==> config.mk <==
export PLATFORM = sky130hd
export DESIGN_NAME = wb_select_pipe
export DESIGN_NICKNAME = d
export VERILOG_FILES = /design/src/rtl/wb_select_pipe_pkg.sv /design/src/rtl/wb_select_pipe_src_mux.sv /design/src/rtl/wb_select_pipe.sv
export SDC_FILE = /design/constraint.sdc
export NUM_CORES = 1
export LEC_CHECK = 0
export CORE_MARGIN = 1.5
export CORE_UTILIZATION = 33
export CTS_CLUSTER_DIAMETER = 30
export CTS_CLUSTER_SIZE = 40
export DETAILED_ROUTE_END_ITERATION = 6
export GPL_TIMING_DRIVEN = 0
export HOLD_SLACK_MARGIN = 0.08
export PLACE_DENSITY = 0.76
export SYNTH_ARGS = -nofsm -noshare
export SYNTH_HDL_FRONTEND = slang
export SYNTH_SLANG_ARGS = --single-unit
==> constraint.sdc <==
create_clock -name clk -period 2.2 [get_ports clk]
set_clock_uncertainty 0.2 [all_clocks]
set_input_delay 0.33 -clock clk [delete_from_list [all_inputs] [get_ports clk]]
set_output_delay 0.33 -clock clk [all_outputs]
set_load 0.01 [all_outputs]
==> src/rtl/wb_select_pipe_pkg.sv <==
// Shared definitions for the write-back select pipeline: FSM state encoding,
// default widths and the conventional source-index assignments.
package wb_pkg;

    typedef enum logic {
        WB_IDLE = 1'b0,
        WB_WAIT = 1'b1
    } wb_state_t;

    localparam int WB_DATA_W  = 16;
    localparam int WB_ADDR_W  = 3;
    localparam int WB_NUM_SRC = 4;
    localparam int WB_TIMEOUT = 15;

    // Source slots as wired at the register-file write port
    localparam int WB_SRC_ALU = 0;
    localparam int WB_SRC_RAM = 1;
    localparam int WB_SRC_IMM = 2;
    localparam int WB_SRC_PC  = 3;

endpackage

==> src/rtl/wb_select_pipe_src_mux.sv <==
// NUM_SRC:1 indexed select of the flattened source bus. Out-of-range
// selects return zero; the caller never commits data for those.
module wb_src_mux #(
    parameter int DATA_W  = 16,
    parameter int NUM_SRC = 4,
    parameter int SEL_W   = 2
) (
    input  logic [NUM_SRC*DATA_W-1:0] src_data,
    input  logic [SEL_W-1:0]          sel,
    output logic [DATA_W-1:0]         data
);

    // Indexed select; source i lives at bits [i*DATA_W +: DATA_W]
    always_comb begin
        data = '0;
        for (int i = 0; i < NUM_SRC; i++) begin
            if (sel == SEL_W'(i)) data = src_data[i*DATA_W +: DATA_W];
        end
    end

endmodule

==> src/rtl/wb_select_pipe.sv <==
// Registered write-back source selector. Accepts one request per cycle,
// writes immediately when the chosen source is ready, otherwise stalls in
// WAIT until it is. Illegal selects pulse err with no write.
// Optional macro WB_TIMEOUT_EN: abort a WAIT after TIMEOUT idle cycles.
module wb_select_pipe
    import wb_pkg::*;
#(
    parameter int DATA_W  = WB_DATA_W,
    parameter int NUM_SRC = WB_NUM_SRC,
    parameter int ADDR_W  = WB_ADDR_W,
    parameter int TIMEOUT = WB_TIMEOUT,
    localparam int SEL_W  = (NUM_SRC > 2) ? $clog2(NUM_SRC) : 1
) (
    input  logic                      clk,
    input  logic                      rst_n,
    input  logic                      req_valid,
    output logic                      req_ready,
    input  logic [SEL_W-1:0]          req_sel,
    input  logic [ADDR_W-1:0]         req_addr,
    input  logic [NUM_SRC*DATA_W-1:0] src_data,
    input  logic [NUM_SRC-1:0]        src_valid,
    output logic                      wb_en,
    output logic [ADDR_W-1:0]         wb_addr,
    output logic [DATA_W-1:0]         wb_data,
    output logic                      busy,
    output logic                      err
);

    generate
        if (NUM_SRC < 2 || TIMEOUT < 1) begin : g_bad_cfg
            $error("wb_select_pipe: NUM_SRC must be >= 2 and TIMEOUT >= 1");
        end
    endgenerate

    // One extra bit so the range check cannot collapse to a constant
    localparam logic [SEL_W:0] NUM_SRC_L = (SEL_W+1)'(NUM_SRC);

    wb_state_t         state, state_n;
    logic [SEL_W-1:0]  sel_q, sel_n;
    logic [ADDR_W-1:0] addr_q, addr_n;
    logic [ADDR_W-1:0] wb_addr_n;
    logic [DATA_W-1:0] wb_data_n;
    logic              wb_en_n, err_n;

    logic [SEL_W-1:0]  mux_sel;
    logic [DATA_W-1:0] cur_data;
    logic              cur_valid;
    logic              sel_legal;

`ifdef WB_TIMEOUT_EN
    localparam int CNT_W = $clog2(TIMEOUT + 1);
    logic [CNT_W-1:0] cnt, cnt_n;
`endif

    assign req_ready = (state == WB_IDLE);
    assign busy      = (state == WB_WAIT);

    // In WAIT the latched select drives the mux; in IDLE the live request
    assign mux_sel   = (state == WB_WAIT) ? sel_q : req_sel;
    assign sel_legal = ({1'b0, mux_sel} < NUM_SRC_L);
    assign cur_valid = sel_legal && src_valid[mux_sel];

    wb_src_mux #(
        .DATA_W  (DATA_W),
        .NUM_SRC (NUM_SRC),
        .SEL_W   (SEL_W)
    ) u_mux (
        .src_data (src_data),
        .sel      (mux_sel),
        .data     (cur_data)
    );

    // Next-state and next-output decode; outputs hold unless a write fires
    always_comb begin
        state_n   = state;
        sel_n     = sel_q;
        addr_n    = addr_q;
        wb_en_n   = 1'b0;
        err_n     = 1'b0;
        wb_addr_n = wb_addr;
        wb_data_n = wb_data;
`ifdef WB_TIMEOUT_EN
        cnt_n     = cnt;
`endif
        case (state)
            WB_IDLE: begin
                if (req_valid) begin
                    if (!sel_legal) begin
                        err_n = 1'b1;
                    end else if (cur_valid) begin
                        wb_en_n   = 1'b1;
                        wb_addr_n = req_addr;
                        wb_data_n = cur_data;
                    end else begin
                        state_n = WB_WAIT;
                        sel_n   = req_sel;
                        addr_n  = req_addr;
`ifdef WB_TIMEOUT_EN
                        cnt_n   = '0;
`endif
                    end
                end
            end
            WB_WAIT: begin
                // Valid data beats a timeout landing in the same cycle
                if (cur_valid) begin
                    wb_en_n   = 1'b1;
                    wb_addr_n = addr_q;
                    wb_data_n = cur_data;
                    state_n   = WB_IDLE;
                end
`ifdef WB_TIMEOUT_EN
                else if (cnt == CNT_W'(TIMEOUT)) begin
                    err_n   = 1'b1;
                    state_n = WB_IDLE;
                end else begin
                    cnt_n = cnt + 1'b1;
                end
`endif
            end
            default: state_n = WB_IDLE;
        endcase
    end

    // State and output registers; reset drops any pending WAIT silently
    always_ff @(posedge clk) begin
        if (!rst_n) begin
            state   <= WB_IDLE;
            sel_q   <= '0;
            addr_q  <= '0;
            wb_en   <= 1'b0;
            wb_addr <= '0;
            wb_data <= '0;
            err     <= 1'b0;
`ifdef WB_TIMEOUT_EN
            cnt     <= '0;
`endif
        end else begin
            state   <= state_n;
            sel_q   <= sel_n;
            addr_q  <= addr_n;
            wb_en   <= wb_en_n;
            wb_addr <= wb_addr_n;
            wb_data <= wb_data_n;
            err     <= err_n;
`ifdef WB_TIMEOUT_EN
            cnt     <= cnt_n;
`endif
        end
    end

endmodule

; ---- Yosys cells after proc, flatten, opt, wreduce, memory -nomap -nowiden
; Index checks and enable logic that the tools add are counted.
[classes]
n_div = 0
n_shift = 0
multipliers = 0
bitwise = 2
addsub = 0
magnitude_cmp = 1
muxes = 20
reduce_logical = 3
n_eq_ne = 6
[op_table]
columns = operator, count
row1 = $mux 16, 6
row2 = $pmux 16 s2, 1
row3 = $mux 3, 3
row4 = $pmux 3 s2, 1
row5 = $reduce_and 3->1, 2
row6 = $mux 1, 5
row7 = $eq 2x2->1 const B, 2
row8 = $ne 2x1->1 const B, 2
row9 = $pmux 1 s2, 2
row10 = $lt 2x3->1 const B, 1
row11 = $bmux 1 s2, 1
row12 = $eq 2x1->1 const B, 1
row13 = $logic_not 2->1, 1
row14 = $mux 2, 1
row15 = $ne 2x2->1 const B, 1
row16 = $not 1->1, 2
[word_totals]
ff_bits = 26
mem_bits_rw = 0
out_inout_bits = 23
mem_count = 0
input_bits = 76
word_cells = 38
latch_bits = 0
romBits = 0

; ---- Logic depth before layout (Yosys ltp)
[depth]
word_depth = 9
ltp_mapped = 8
depth_no_buf = 5

; ---- By module
; A second synthesis with hierarchy kept.
[unflattened]
cells_unflattened = 149
area_unflattened_um2 = 1594.0
[by_module_without_submodules]
columns = mod, seq_area_each_um2, instances, cells_per_inst, area_per_inst_um2
row1 = wb_select_pipe, 520.5, 1, 129, 1169.9
row2 = wb_src_mux, 0.0, 1, 20, 424.2

; ---- Least setup slack after synthesis
; OpenSTA, ideal clock, no wires.
[synth_timing]
path_type = register to register
from = register state (netlist: busy)
to = register wb_data[10]
setup_ps = 117
path_buffers = 1
t_arrival_ps = 1785
t_required_ps = 1883
period_less_slack_ps = 2102
slack_ps = 98
stages_incl_launch_ff = 6
cell_sequence = dfxtp_1 -> mux2i_2 -> buf_6 -> mux4_2 -> nand3_1 -> nand2_1
[synth_between]
elab_chain_cells = 9
elab_cells_between_ends = 16
cone_classes = 4 x eq/ne / 10 x mux / 1 x bitwise / 1 x reduce/logical
[synth_lines]
columns = element, line_no
row1 = start: declaration, wb_select_pipe.sv:38  ; wb_state_t state, state_n;
row2 = start signal: assignment, wb_select_pipe.sv:139  ; state <= state_n;
row3 = $mux 2, wb_select_pipe.sv:59  ; assign mux_sel = (state == WB_WAIT) ? sel_q : req_sel;
row4 = $logic_not 2->1, wb_select_pipe_src_mux.sv:17  ; if (sel == SEL_W'(i)) data = src_data[i*DATA_W +: DATA_W];
row5 = $mux 16 (4 in series), wb_select_pipe_src_mux.sv:17
row6 = $mux 16, "wb_select_pipe.sv:90, wb_select_pipe.sv:106"
row7 = $mux 16, wb_select_pipe.sv:87  ; if (req_valid) begin
row8 = $pmux 16 s2, wb_select_pipe.sv:85  ; case (state)
row9 = end signal: assignment, wb_select_pipe.sv:144  ; wb_data <= wb_data_n;
row10 = end: declaration, wb_select_pipe.sv:24  ; output logic [DATA_W-1:0] wb_data,
; Parallel ways exist; a longest one is shown, timed or not. The select of a mux whose other input is x is not followed.
; A chain may end at the register's enable or synchronous reset.

; ---- Worst setup path after layout
[layout_timing]
from = register state (netlist: busy)
to = register wb_data[6]
; Same word-level chain as after synthesis.

==> flow_summary_export.csv <==
group,metric,value,unit
synthesis,syn-cell-area,0.00160,mm²
synthesis,synth_nets,232,
setup_path,arrival,2.04,ns
detailed_routing,drtIter0Drc,75,
placement,place_congestion,0.729,
timing,period_needed,2.07,ns
grt,grt_start_max_net_pins,15,
cells_and_area,antenna_cells,0,
clocking,clk_pin_slew,0.09,ns
floorplan,die_w,72.6,µm
outcome,status,"finished clean",
timing,max_freq,482,MHz
cells_and_area,final_area,0.00275,mm²
synthesis,ys_ff_latch,26,
detailed_routing,avgRoutedWirePerCell,14.7,µm
floorplan,row_count,25,
timing,period_share,0.943,
timing,fin_hold_ws,0.270,ns
timing,final_max_slew_viol_count,0,
synthesis,seq_area_frac_synth,0.326,
cells_and_area,utilization,0.587,
grt,grt_pass1_vias,1587,
cells_and_area,area_growth_syn_to_layout,72.1,%
floorplan,die_h,72.6,µm
cells_and_area,final_cell_mix,"clkdlybuf4s50_1, nand2_1, dfxtp_1",
cells_and_area,fin_nets,336,
clocking,cts_buffers,3,
detailed_routing,routed_wl,4.61,mm
cells_and_area,multi_input_area,0.00102,mm²
synthesis,synth.distinct_cells,28,
grt,grt_pass1_wl,7.29,mm
floorplan,core_area,0.00469,mm²
setup_path,worst_setup_path_end_kind,"register",
detailed_routing,drt_pre_antenna_iters,4,
detailed_routing,ant_nets,0,
clocking,cts_tree,"done",
setup_path,r2r_start,"busy",
placement,dpl-instance-area,0.00264,mm²
worst_hold_path,min_path_type,"reg -> reg",
cells_and_area,final_cells,313,
setup_path,cp-start-kind,"register",
timing,setup_viol,0,
power,vdd_ir_drop_max,0.000277,V
timing,hold_violations,0,
placement,dpl.hpwl,3.73,mm
floorplan,fp.dieArea,0.00527,mm²
grt,grt.overflow.total,0,
synthesis,ys_warn_count,0,
placement,placedCellCount,307,
clocking,clock_path_buffers,2,
power,leakage,1.07,nW
clocking,cts_root_buf,"clkbuf_8",
setup_path,worstSetupPathType,"reg -> reg",
setup_path,required,2.17,ns
detailed_routing,avgViaCountPerCell,5.16,
setup_path,startpoint,"busy",
detailed_routing,drc,0,
cells_and_area,layout_commonest_cell,"clkdlybuf4s50_1",
cells_and_area,drive_above_1_share,0.135,
cells_and_area,n_fill_cell,405,
setup_path,path_max_fanout,10,
floorplan,start_util,0.341,
setup_path,ff2ff_path_depth,6,
worst_hold_path,holdCritStartpoint,"addr_q[2]",
clocking,insertion_delay,0.26,ns
worst_hold_path,holdPathStages,2,
synthesis,syn_inst,156,
placement,io_buffers,97,
synthesis,syn_avg_cell_area,10.3,µm²
timing,rsz0062_at_grt,"false",
grt,grt_antenna_before_repair,0,
cells_and_area,layout.area.seq,522,µm²
run,drv_cap,0,
detailed_routing,vias,1614,
power,powerDensity,491,mW/mm²
floorplan,num_io_pins,99,
grt,grt.total_usage,0.172,
clocking,cts_sinks,26,
power,power,1.35,mW
clocking,cts_htree_levels,1,
-- registers in the layout (all words and copies together), names as in the netlist --
name and cells:
sel_q 2, addr_q 3, wb_en 1, wb_data 16
wb_addr 3, busy 1
-- through the flow --
step | worst slack [ns] | TNS [ns]
after CTS | 0.0929 | 0
after global placement | -0.453 | -6.26
after floorplan | 0.0977 | 0
after global routing | 0.0185 | 0
final | 0.125 | 0
after detailed placement | -0.482 | -6.68
-- worst paths after layout --
check / slack [ns] / endpoint
worst min-delay path: 0.27 / addr_q[2]
worst max register to register: 0.13 / wb_data[6]
worst max-delay path: 0.13 / wb_data[6]
worst min register to register: 0.27 / addr_q[2]
-- cells in the mapped netlist, drive strengths merged --
cell type / count / share of area
nand2: 26 / 0.061
nor4b: 3 / 0.016
dfxtp: 26 / 0.33
and4: 1 / 0.0055
nand3b: 1 / 0.0047
mux2i: 10 / 0.067
a21o: 1 / 0.0047
nor2b: 1 / 0.0039
inv: 1 / 0.0023
buf: 11 / 0.047
and3: 1 / 0.0039
o21ai: 3 / 0.0094
and2: 2 / 0.0078
conb: 1 / 0.0023
nor2: 4 / 0.0094
o211ai: 16 / 0.075
mux4: 16 / 0.24
or3: 3 / 0.012
nand3: 17 / 0.053
clkbuf: 5 / 0.012
and4bb: 2 / 0.016
a21boi: 3 / 0.014
nand4: 1 / 0.0039
nor4: 1 / 0.0039
-- report_power, final --
part	switching, mW	internal [mW]	total, mW
Combinational	0.188	0.313	0.501
Clock	0.146	0.160	0.305
Sequential	0.0300	0.515	0.545
-- repair_timing --
action / 4_1_cts / 5_1_grt
setup buffers: 2 / 0
hold buffers: 0 / 0
gates resized for setup: 3 / 6
setup endpoints to repair: 14 / 24
gates cloned: 0 / 0
pin swaps: 0 / 1
-- cell families after synthesis --
family,Yosys count,synth area share
compound gates,23,0.103
mux,26,0.307
simple gates,63,0.201
flops,26,0.326
buf+inv,17,0.0610
other cells,1,0.00235
-- critical path, cell delays in order (launching register included) --
cell and delay [ns]:
dfxtp_2 0.43, buf_6 0.20, mux2i_4 0.34, clkbuf_4 0.29
mux4_2 0.33, nand3_1 0.12, nand2_1 0.06
-- cell type report --
| cell class | instances | share of cell area |
|---|---|---|
| Inverter | 1 | 0.00136 |
| Tap cell | 54 | 0.0245 |
| Clock buffer | 4 | 0.0200 |
| Multi-Input combinational cell | 113 | 0.370 |
| Sequential cell | 26 | 0.190 |
| Buffer | 16 | 0.0350 |
| Timing Repair Buffer | 99 | 0.360 |
-- per-layer routing --
| metal | wire (µm) | GRT usage | up-vias |
|---|---|---|---|
| li1 | - | - | 803 |
| met1 | 2000 | 0.233 | 758 |
| met2 | 2360 | 0.292 | 49 |
| met3 | 198 | 0.0110 | 4 |
| met4 | 55 | 0.0566 | 0 |
| met5 | 0 | 0 | - |
(Power assumes the default switching activity.)
